### config.mk
export PLATFORM = sky130hd
export DESIGN_NAME = iop_mem_responder_flat
export DESIGN_NICKNAME = d
export VERILOG_FILES = /design/src/rtl/iop_mem_responder_if.sv /design/src/rtl/iop_mem_responder.sv /design/src/flat_wrapper.sv
export SDC_FILE = /design/constraint.sdc
export NUM_CORES = 1
export LEC_CHECK = 0
export ABC_AREA = 0
export CORE_AREA = 2 2 130 132
export CTS_CLUSTER_SIZE = 14
export DETAILED_ROUTE_END_ITERATION = 10
export DIE_AREA = 0 0 132 134
export GPL_TIMING_DRIVEN = 0
export HOLD_SLACK_MARGIN = 0.12
export PLACE_DENSITY = 0.8
export SETUP_SLACK_MARGIN = 0.02
export SLEW_MARGIN = 10
export SYNTH_ARGS = -nofsm -noshare
export SYNTH_HDL_FRONTEND = slang
export SYNTH_SLANG_ARGS = --single-unit
### constraint.sdc
create_clock -name clk -period 5.5 [get_ports clk]
set_clock_uncertainty 0.15 [all_clocks]
set_input_delay 1.1 -clock clk [delete_from_list [all_inputs] [get_ports clk]]
set_output_delay 1.1 -clock clk [all_outputs]
set_load 0.02 [all_outputs]
### src/rtl/iop_mem_responder_if.sv
// IOP request/ack channel plus memory port of the IOP memory responder.
// The responder takes the slave modport; the initiator/memory side takes the master modport.
interface iop_mem_responder_if;
  localparam int unsigned ADDR_W = 22;
  localparam int unsigned DATA_W = 64;

  logic [ADDR_W-1:0] iop_addr;
  logic [DATA_W-1:0] iop_data;
  logic              iop_req;
  logic              iop_wr;
  logic              iop_ack;
  logic [DATA_W-1:0] iop_rd_data;
  logic              iop_err;

  logic              mem_busy;
  logic              mem_en;
  logic              mem_we;
  logic [ADDR_W-1:0] mem_addr;
  logic [DATA_W-1:0] mem_wdata;
  logic [DATA_W-1:0] mem_rdata;

  modport slave (
    input  iop_addr, iop_data, iop_req, iop_wr, mem_busy, mem_rdata,
    output iop_ack, iop_rd_data, iop_err, mem_en, mem_we, mem_addr, mem_wdata
  );

  modport master (
    output iop_addr, iop_data, iop_req, iop_wr, mem_busy, mem_rdata,
    input  iop_ack, iop_rd_data, iop_err, mem_en, mem_we, mem_addr, mem_wdata
  );
endinterface

### src/rtl/iop_mem_responder.sv
// Serves one IOP word request at a time against memory shared with the CPU,
// yielding to the CPU while it holds the memory and flagging out-of-range addresses.
module iop_mem_responder #(
  parameter int unsigned RD_LAT   = 2,
  parameter logic [21:0] MAX_ADDR = 22'h0FFFFF
) (
  input  logic                  clk,
  input  logic                  rst,
  iop_mem_responder_if.slave    bus,
  output logic [15:0]           wr_count,
  output logic [7:0]            err_count
);
  localparam int unsigned ADDR_W = 22;
  localparam int unsigned DATA_W = 64;
  localparam int unsigned CNT_W  = 3;

  typedef enum logic [1:0] {
    IDLE  = 2'd0,
    ISSUE = 2'd1,
    RWAIT = 2'd2,
    ACK   = 2'd3
  } state_t;

  state_t            state;
  logic              req_wr;
  logic [CNT_W-1:0]  lat_cnt;
  logic              ack;
  logic              err;
  logic [DATA_W-1:0] rd_data;
  logic              mem_en;
  logic              mem_we;
  logic [ADDR_W-1:0] mem_addr;
  logic [DATA_W-1:0] mem_wdata;

  // Single-cycle strobes and read data default low, so they are only seen in ISSUE/ACK.
  always_ff @(posedge clk) begin
    if (rst) begin
      state     <= IDLE;
      req_wr    <= 1'b0;
      lat_cnt   <= '0;
      ack       <= 1'b0;
      err       <= 1'b0;
      rd_data   <= '0;
      mem_en    <= 1'b0;
      mem_we    <= 1'b0;
      mem_addr  <= '0;
      mem_wdata <= '0;
      wr_count  <= '0;
      err_count <= '0;
    end else begin
      ack     <= 1'b0;
      err     <= 1'b0;
      rd_data <= '0;
      mem_en  <= 1'b0;
      mem_we  <= 1'b0;

      unique case (state)
        IDLE: begin
          if (bus.iop_req && !bus.mem_busy) begin
            req_wr    <= bus.iop_wr;
            mem_addr  <= bus.iop_addr;
            mem_wdata <= bus.iop_data;
            if (bus.iop_addr > MAX_ADDR) begin
              state <= ACK;
              ack   <= 1'b1;
              err   <= 1'b1;
              if (err_count != 8'hFF) err_count <= err_count + 8'd1;
            end else begin
              state  <= ISSUE;
              mem_en <= 1'b1;
              mem_we <= bus.iop_wr;
            end
          end
        end

        ISSUE: begin
          if (req_wr) begin
            state <= ACK;
            ack   <= 1'b1;
            if (wr_count != 16'hFFFF) wr_count <= wr_count + 16'd1;
          end else begin
            state   <= RWAIT;
            lat_cnt <= CNT_W'(RD_LAT - 1);
          end
        end

        // Read data lands RD_LAT cycles after the enable cycle; capture it on the final RWAIT edge.
        RWAIT: begin
          if (lat_cnt == '0) begin
            state   <= ACK;
            ack     <= 1'b1;
            rd_data <= bus.mem_rdata;
          end else begin
            lat_cnt <= lat_cnt - CNT_W'(1);
          end
        end

        ACK:     state <= IDLE;
        default: state <= IDLE;
      endcase
    end
  end

  assign bus.iop_ack     = ack;
  assign bus.iop_err     = err;
  assign bus.iop_rd_data = rd_data;
  assign bus.mem_en      = mem_en;
  assign bus.mem_we      = mem_we;
  assign bus.mem_addr    = mem_addr;
  assign bus.mem_wdata   = mem_wdata;
endmodule

### src/flat_wrapper.sv
// flat-port wrapper written by rule: the top's interface ports become plain ports
module iop_mem_responder_flat 
#(
  parameter int unsigned RD_LAT   = 2,
  parameter logic [21:0] MAX_ADDR = 22'h0FFFFF
)
  (clk, rst, wr_count, err_count, bus_iop_addr, bus_iop_data, bus_iop_req, bus_iop_wr, bus_mem_busy, bus_mem_rdata, bus_iop_ack, bus_iop_rd_data, bus_iop_err, bus_mem_en, bus_mem_we, bus_mem_addr, bus_mem_wdata);
  iop_mem_responder_if bus_i ();
  input  logic clk;
  input  logic rst;
  output logic [15:0] wr_count;
  output logic [7:0] err_count;
  input wire logic [$bits(bus_i.iop_addr)-1:0] bus_iop_addr;
  input wire logic [$bits(bus_i.iop_data)-1:0] bus_iop_data;
  input wire logic [$bits(bus_i.iop_req)-1:0] bus_iop_req;
  input wire logic [$bits(bus_i.iop_wr)-1:0] bus_iop_wr;
  input wire logic [$bits(bus_i.mem_busy)-1:0] bus_mem_busy;
  input wire logic [$bits(bus_i.mem_rdata)-1:0] bus_mem_rdata;
  output wire logic [$bits(bus_i.iop_ack)-1:0] bus_iop_ack;
  output wire logic [$bits(bus_i.iop_rd_data)-1:0] bus_iop_rd_data;
  output wire logic [$bits(bus_i.iop_err)-1:0] bus_iop_err;
  output wire logic [$bits(bus_i.mem_en)-1:0] bus_mem_en;
  output wire logic [$bits(bus_i.mem_we)-1:0] bus_mem_we;
  output wire logic [$bits(bus_i.mem_addr)-1:0] bus_mem_addr;
  output wire logic [$bits(bus_i.mem_wdata)-1:0] bus_mem_wdata;
  assign bus_i.iop_addr = bus_iop_addr;
  assign bus_i.iop_data = bus_iop_data;
  assign bus_i.iop_req = bus_iop_req;
  assign bus_i.iop_wr = bus_iop_wr;
  assign bus_i.mem_busy = bus_mem_busy;
  assign bus_i.mem_rdata = bus_mem_rdata;
  assign bus_iop_ack = bus_i.iop_ack;
  assign bus_iop_rd_data = bus_i.iop_rd_data;
  assign bus_iop_err = bus_i.iop_err;
  assign bus_mem_en = bus_i.mem_en;
  assign bus_mem_we = bus_i.mem_we;
  assign bus_mem_addr = bus_i.mem_addr;
  assign bus_mem_wdata = bus_i.mem_wdata;
  iop_mem_responder #(.RD_LAT(RD_LAT), .MAX_ADDR(MAX_ADDR)) u_core (.clk(clk), .rst(rst), .bus(bus_i), .wr_count(wr_count), .err_count(err_count));
endmodule
[Yosys cells after proc, flatten, opt, wreduce, memory -nomap -nowiden]
Cells that the tools add are included.
Operators by class
  equal/unequal tests: 9
  magnitude comparators: 1
  bitwise gates (word level): 4
  add/sub/neg operators: 3
  muxes and demuxes: 14
  reductions and logical operators: 14
Operators by type and width (count)
  $gt A22 B20 Y1 const B: 1
  $add A16 B1 Y16 const B: 1
  $ne A16 B16 Y1 const B: 1
  $add A8 B1 Y8 const B: 1
  $ne A8 B8 Y1 const B: 1
  $pmux W2 S4: 1
  $mux W1: 6
  $mux W2: 3
  $mux W3: 2
  $pmux W3 S2: 1
  $reduce_and A3 Y1: 2
  $reduce_or A3 Y1: 2
  $eq A2 B2 Y1 const B: 2
  $ne A2 B1 Y1 const B: 2
  $ne A2 B2 Y1 const B: 2
  $not A1 Y1: 4
  $reduce_and A2 Y1: 2
  $reduce_and A4 Y1: 1
  $reduce_or A4 Y1: 1
  $logic_not A3 Y1: 1
  $pmux W1 S3: 1
  $sub A3 B1 Y3 const B: 1
  $eq A2 B1 Y1 const B: 1
  $logic_not A2 Y1: 1
  other kinds (4): 4
Word-level totals
  bits of input ports: 155
  logic and storage cells: 57
  register bits after elaboration: 184
  output and inout bits: 178

[Logic depth before layout (Yosys ltp)]
Gate-level depths: netlist (run 1).
  word-level depth: 4
  mapped depth: 8
  mapped depth without buffers: 6

[Worst setup path after synthesis (run 1)]
OpenSTA, ideal clock, no wires.
  path type: input port to flip-flop
  start: input bus_mem_busy
  end: register u_core.err_count[7]
  slack: 2.922 ns
  stages on the path: 5
  arrival: 2.357 ns
  path buffers: 1
  path through: nand3b_1 > buf_6 > or3_4 > or4_1 > a21oi_1
Between the ends
  word-level cells in the longest chain between the ends: 3
RTL lines
  start, declared: line flat_wrapper.sv:17  | input wire logic [$bits(bus_i.mem_busy)-1:0] bus_mem_busy;
  $logic_not A1 Y1: line iop_mem_responder.sv:59  | if (bus.iop_req && !bus.mem_busy) begin
  $logic_and A1 B1 Y1: line iop_mem_responder.sv:59
  $reduce_and A4 Y1 (no line)
  end signal, assigned: line iop_mem_responder.sv:67  | if (err_count != 8'hFF) err_count <= err_count + 8'd1;
  end, declared: line iop_mem_responder.sv:11  | output logic [7:0] err_count
Every way passes these cells.
A chain may end at the register's enable or synchronous reset.

[Final worst setup path (run 1)]
  start: input bus_mem_busy
  end: register u_core.mem_wdata[50] (netlist: u_core.bus.mem_wdata[50])
Between the ends
  word-level cells in the longest chain between the ends: 3
RTL lines
  $logic_not A1 Y1: line iop_mem_responder.sv:59
  $logic_and A1 B1 Y1: line iop_mem_responder.sv:59
  $reduce_and A2 Y1 (no line)
  end signal, assigned: line iop_mem_responder.sv:62  | mem_wdata <= bus.iop_data;
  end, declared: line iop_mem_responder.sv:33  | logic [DATA_W-1:0] mem_wdata;
Every way passes these cells.

==> results of run 1 <==
[metrics by stage]
stage	worst slack, ps	util (%)	hold WS, ps
floorplan	2920	-	282
global placement	2100	61.2	291
detailed placement	2050	61.2	296
CTS	2490	64.7	305
global route	2380	64.7	320
finish	2530	64.7	304
[power breakdown]
part | total [mW] | internal [mW] | switching [mW]
combinational | 0.930 | 0.440 | 0.491
clock | 1.18 | 0.645 | 0.532
sequential | 1.53 | 1.47 | 0.0633
[cell type report]
cell class	count	area [sq um]	area share (%)
Clock inverter	11	116	1.10
Tap cell	220	275	2.61
Multi-Input combinational cell	480	2500	23.8
Clock buffer	20	447	4.24
Timing Repair Buffer	331	3310	31.5
Sequential cell	184	3680	35.0
Buffer	40	163	1.54
Inverter	8	30.0	0.285
[sequential cells by signal (all words and copies together), names as in the netlist]
| register | cells |
|---|---|
| u_core.bus.iop_rd_data | 64 |
| u_core.bus.mem_wdata | 64 |
| u_core.bus.mem_addr | 22 |
| u_core.wr_count | 16 |
| u_core.err_count | 8 |
| u_core.lat_cnt | 3 |
| u_core.state | 2 |
| u_core.bus.iop_ack | 1 |
| u_core.bus.iop_err | 1 |
| u_core.bus.mem_en | 1 |
| u_core.bus.mem_we | 1 |
| u_core.req_wr | 1 |
[worst max-delay path: stages]
cell and delay (ps):
clkdlybuf4s50_1 410, nand2b_1 170, nor2_1 550, clkbuf_1 410
buf_2 290, nand2_1 80, a21oi_1 150
[kinds of logic after synthesis]
kind of cell / after synthesis / share of synthesized area [%]
mux: 8 / 1.33
compound gates: 128 / 10.9
fa+ha+maj: 9 / 1.77
simple gates: 333 / 24.9
flops: 184 / 57.7
buf+inv: 48 / 3.02
xor+xnor: 2 / 0.275
[synth_stat cells, types with 2 or more instances]
cell type  number  area [sq um]
mux2i_1         4          40.0
clkbuf_1       32           120
nand2b_1        4          25.0
nand2_1       184           691
and4_1          4          35.0
nand4_1         8          50.1
nor2_1         21          78.8
a211oi_1        5          37.5
xor2_1          2          17.5
nand3_1        10          50.1
ha_1            9           113
o21ai_1         4          20.0
buf_2           4          20.0
a31o_2          2          17.5
and3_1          4          25.0
inv_1           8          30.0
nor3_1          7          35.0
dfxtp_1       184          3680
mux2_2          2          22.5
nand3b_1        3          22.5
and2_1         66           413
o21ai_0         7          35.0
or4_1           2          15.0
mux2_1          2          22.5
nor2b_1         6          37.5
a21oi_1       101           505
o41ai_1         2          17.5
buf_1           3          11.3
or3_1           7          43.8
nor4_1          2          12.5
[path summary, 6_finish.rpt]
kind | to | cells past startpoint
worst max-delay path | u_core.bus.mem_wdata[50]$_SDFFE_PP0P_ | 7
worst min-delay path | u_core.bus.mem_wdata[23]$_SDFFE_PP0P_ | 2
worst max register to register | u_core.bus.mem_wdata[50]$_SDFFE_PP0P_ | 8
worst min register to register | u_core.bus.mem_wdata[23]$_SDFFE_PP0P_ | 2
[metal layers]
metal  global-route usage, %  vias to the layer above  share of wire [%]
met5                       0                        -                  0
met4                    8.70                        0                2.2
met3                    9.86                       32                9.7
met2                    41.4                      276                 51
met1                    23.1                     2799                 37
li1                        -                     3055                  -
[cells in the final DEF, fill, tap and decap left out, types with 2 or more instances in the layout]
cell,count
a211oi_1,5
a21oi_1,101
a31o_2,2
and2_1,66
and3_1,4
and4_1,4
buf_1,3
buf_2,4
clkbuf_1,34
clkbuf_16,17
clkdlybuf4s50_1,331
clkinv_4,2
clkinvlp_4,2
dfxtp_1,184
ha_1,9
inv_1,8
inv_6,3
inv_8,2
mux2_1,2
mux2_2,2
mux2i_1,4
nand2_1,184
nand2b_1,4
nand3_1,10
nand3b_1,3
nand4_1,8
nor2_1,21
nor2b_1,6
nor3_1,7
nor4_1,2
o21ai_0,7
o21ai_1,4
o41ai_1,2
or3_1,7
or4_1,2
xor2_1,2
==> run summary, run 1 <==
# port buffers: 331
PwrDens: 346 nW/um^2
setup violators final: 0
CP Max Fanout: 10
Async SR Flop Fraction: 0%
worst skew pair latency: 430 ps
largest net degree at the start of global routing: 17
worst hold start: u_core.bus.mem_wdata[23]$_SDFFE_PP0P_
# DRC: 0
core area: 16300 sq um
vias per cell: 4.76
n_diodes: 0
Layout Cells excl Fill: 1294
CTS Buf Count: 17
vias post-DR: 6162
Die X: 132 um
Startpoint Class: input port
die footprint: 17700 sq um
Final min period: 2970 ps
Setup Buffers After CTS: 0
Area after DPL: 9970 sq um
Routed WL: 20600 um
worst r2r src: u_core.state[0]$_SDFFE_PP0P_
H-tree levels: 4
Yosys warnings: 0
FP Rows: 47
RSZ-0062 raised after global routing: no
outcome: finished, final reports clean
Leakage: 3.84 nW
GPL Wtd Cong: 0.810
Yosys reg bits: 184
Seq/Total Area, Yosys: 57.7%
Die H: 134 um
clock slew at reported path FFs: 70 ps
CP required: 5700 ps
number of global-route vias before repair: 5934
critical path launch point: bus_mem_busy
Clock Tree Buf Depth: 2
Post-Syn Instances: 712
post-route cell area: 10500 sq um
first-pass GRT wire length: 31200 um
router iterations before antenna repair: 5
Slew headroom: 52.8%
final hold viol count: 0
CTS Sinks: 184
final global-route overflow total: 0
Synth Flop Type: dfxtp_1
Post-synth EDFFs: 0
worst slew pin tran: 705 ps
Fill cells: 1374
final antenna-violating net count: 0
worst hold path class: flop to flop
Max Slew Vio Count: 0
post-cts repair resize count: 0
worst path arrival time: 3170 ps
DR WL/cell: 15.9 um
critical path class: input port to flop
CTS root buf: clkbuf_16
share of layout cells above drive strength 1: 4.00%
Tot Pwr: 3.64 mW
Yosys cell types: 43
r2r setup slk: 3060 ps
Max Freq: 337 MHz
nets@finish: 1226
dpl cells: 1263
initial DRC count: 243
mapped cell area: 6380 sq um
Crit. End Element: flop
# Max-Cap Violations: 0
Post-CTS Hold Buffers: 0
Max VDD drop: 0.000214 V
initial core utilization: 39.2%
GRT Total Usage: 22.8%
CTS tree: yes
final setup TNS: 0 ps
Final HPWL DP: 16000 um
synthesis-to-finish area growth: 65.1%
syn_nets: 876
initial antenna violation count: 0
Tcrit/Tclk final: 54.0%
I/O pin cnt: 333
Mapped Avg Cell Area: 8.96 sq um
Note: power is estimated with default switching activity, not from simulation.
==> inputs of run 2 (changes only) <==
--- a/config.mk
+++ b/config.mk
@@ -6,13 +6,13 @@
 export NUM_CORES = 1
 export LEC_CHECK = 0
 export ABC_AREA = 0
-export CORE_AREA = 2 2 130 132
+export CORE_MARGIN = 2
+export CORE_UTILIZATION = 36
 export CTS_CLUSTER_SIZE = 14
 export DETAILED_ROUTE_END_ITERATION = 10
-export DIE_AREA = 0 0 132 134
 export GPL_TIMING_DRIVEN = 0
 export HOLD_SLACK_MARGIN = 0.12
-export PLACE_DENSITY = 0.8
+export PLACE_DENSITY = 0.77
 export SETUP_SLACK_MARGIN = 0.02
 export SLEW_MARGIN = 10
 export SYNTH_ARGS = -nofsm -noshare
==> constraint.sdc (replaced) <==
create_clock -name clk -period 2.4 [get_ports clk]
set_clock_uncertainty 0.15 [all_clocks]
set_input_delay 0.48 -clock clk [delete_from_list [all_inputs] [get_ports clk]]
set_output_delay 0.48 -clock clk [all_outputs]
set_load 0.02 [all_outputs]
==> run 2 against run 1 <==
Effect of this change:
- combinational power grew 130%
- clock power grew 120%
- die area grew 6.3%
- setup slack lost 2400 ps
- utilization shrank 3.9 points
- cell area shrank 0.15%
- sequential share of layout area grew 0.054 points
- non-clock buffer count is the same
- hold slack lost 0.89 ps
- count of clock-buffer cells in the layout is the same
- register-to-register slack lost 2900 ps
- highest routed layer unchanged
==> run summary, run 2 (synthesized netlist as in run 1, its figures left out) <==
outcome: finished, final reports clean
dpl cells: 1268 (+0.40%)
Routed WL: 20400 um (-1.0%)
router iterations before antenna repair: 4 (-1)
share of layout cells above drive strength 1: 4.47% (+0.46 points)
core area: 17300 sq um (+6.2%)
worst slew pin tran: 632 ps (-72.4 ps)
Finished Core Util: 60.8% (-3.9 points)
GPL Wtd Cong: 0.847 (+4.5%)
worst skew pair latency: 420 ps (about the same)
CTS tree: yes
Clock Tree Buf Depth: 2 (unchanged)
die footprint: 18800 sq um (+6.3%)
Fill cells: 1535 (+12%)
setup violators final: 0 (unchanged)
initial core utilization: 36.9% (-2.3 points)
Max Slew Vio Count: 0 (unchanged)
Startpoint Class: flop
# port buffers: 331 (unchanged)
first-pass GRT wire length: 30100 um (-3.5%)
Die H: 137 um (+2.3%)
Max Freq: 449 MHz
# DRC: 0 (unchanged)
most common cell after layout, fill and taps aside: clkdlybuf4s50_1
FP Rows: 48 (+2.1%)
Crit. End Element: flop
Final min period: 2230 ps
PwrDens: 780 nW/um^2 (+130%)
vias post-DR: 6156 (-0.097%)
clock slew at reported path FFs: 70 ps (about the same)
Max VDD drop: 0.000465 V (+120%)
worst path arrival time: 2390 ps (-780 ps)
CTS Buf Count: 17 (unchanged)
Final HPWL DP: 15900 um (-0.79%)
final global-route overflow total: 0 (unchanged)
initial DRC count: 221 (-9.1%)
Layout Cells excl Fill: 1301 (+0.54%)
I/O pin cnt: 333 (unchanged)
vias per cell: 4.73 (-0.63%)
Leakage: 3.82 nW (-0.40%)
CTS Sinks: 184 (unchanged)
RSZ-0062 raised after global routing: no
# Max-Cap Violations: 0 (unchanged)
final hold viol count: 0 (unchanged)
most frequent cells in the layout: clkdlybuf4s50_1, nand2_1, dfxtp_1, a21oi_1, and2_1
nets@finish: 1226 (unchanged)
CP Max Fanout: 10 (unchanged)
CP required: 2560 ps (-3140 ps)
final antenna-violating net count: 0 (unchanged)
largest net degree at the start of global routing: 17 (unchanged)
worst hold path class: flop to flop
GRT Total Usage: 21.0% (-1.7 points)
synthesis-to-finish area growth: 64.8%
CTS root buf: clkbuf_16
Die X: 137 um (+3.9%)
H-tree levels: 4 (unchanged)
critical path class: flop to flop
DR WL/cell: 15.6 um (-1.5%)
number of global-route vias before repair: 5889 (-0.76%)
Tcrit/Tclk final: 92.9%
initial antenna violation count: 1 (+1)
Slew headroom: 57.8% (+5.0 points)
-- run 2: cell count changes in the layout (fill, tap and decap cells not counted), moves of 2 or more --
cell        previous run  this run
nor2_2                 0         2
clkinvlp_4             2         4
inv_8                  2         0
nor2_1                21        19
clkbuf_2               0         3
clkbuf_1              34        32
-- run 2: power by group --
| part | total, mW | internal, mW | switching (mW) |
|---|---|---|---|
| registers | 3.52 | 3.37 | 0.148 |
| clock network | 2.55 | 1.34 | 1.22 |
| logic | 2.13 | 1.01 | 1.12 |
-- run 2: critical path, cell delays in order (launching register included) --
cell and delay (ps):
dfxtp_1 410, ha_1 170, buf_2 180, nand4_1 300, nor4_4 450, nor3_1 120, mux2_1 330
-- run 2: metal layers --
metal  wire length [um]  GRT usage [%]  vias up
met5                  0              0        -
met4                347           7.45        0
met3               2300           10.0       20
met2              10400           37.7      257
met1               7330           21.2     2828
li1                   -              -     3051
-- run 2: cell type report --
class | instances | area (sq um) | area share [%]
Buffer | 40 | 166 | 1.58
Antenna cell | 1 | 2.50 | 0.0238
Sequential cell | 184 | 3680 | 35.0
Clock inverter | 12 | 92.6 | 0.881
Timing Repair Buffer | 331 | 3310 | 31.5
Multi-Input combinational cell | 480 | 2510 | 23.9
Inverter | 8 | 30.0 | 0.286
Clock buffer | 20 | 437 | 4.15
Tap cell | 225 | 282 | 2.68
-- run 2: through the flow --
| stage | hold WS [ps] | instance area, sq um | power (mW) | TNS (ps) | setup WS, ps |
|---|---|---|---|---|---|
| floorplan | 282 | 6380 | 4.66 | 0 | 330 |
| global placement | 291 | 9970 | 5.70 | -10260 | -332 |
| detailed placement | 296 | 9970 | 5.73 | -10480 | -360 |
| CTS | 306 | 10500 | 8.30 | 0 | 38.1 |
| global route | 321 | 10500 | 8.62 | 0 | 29.0 |
| finish | 303 | 10500 | 8.20 | 0 | 171 |
-- run 2: worst paths after layout --
kind / from / to / slack, ps / depth (start not counted)
max: u_core.wr_count[0]$_SDFFE_PP0P_ / u_core.wr_count[13]$_SDFFE_PP0P_ / 170 / 6
min: u_core.bus.mem_wdata[11]$_SDFFE_PP0P_ / u_core.bus.mem_wdata[11]$_SDFFE_PP0P_ / 300 / 2
max reg2reg: u_core.wr_count[0]$_SDFFE_PP0P_ / u_core.wr_count[13]$_SDFFE_PP0P_ / 170 / 6
min reg2reg: u_core.bus.mem_wdata[11]$_SDFFE_PP0P_ / u_core.bus.mem_wdata[11]$_SDFFE_PP0P_ / 300 / 2
-- run 2: repair_timing --
| item | CTS | global route |
|---|---|---|
| endpoints found under the setup margin | 30 | 90 |
| hold buffers | 0 | 0 |
| gates cloned | 0 | 0 |
| gates resized for setup | 1 | 6 |
| buffers inserted | 0 | 0 |
==> inputs of run 3 (changes only) <==
--- a/config.mk
+++ b/config.mk
@@ -8,7 +8,7 @@
 export ABC_AREA = 0
 export CORE_MARGIN = 2
 export CORE_UTILIZATION = 36
-export CTS_CLUSTER_SIZE = 14
+export CTS_CLUSTER_SIZE = 30
 export DETAILED_ROUTE_END_ITERATION = 10
 export GPL_TIMING_DRIVEN = 0
 export HOLD_SLACK_MARGIN = 0.12
==> results of run 3 <==
The final DEF is identical to that of run 2; final timing and power are the same.
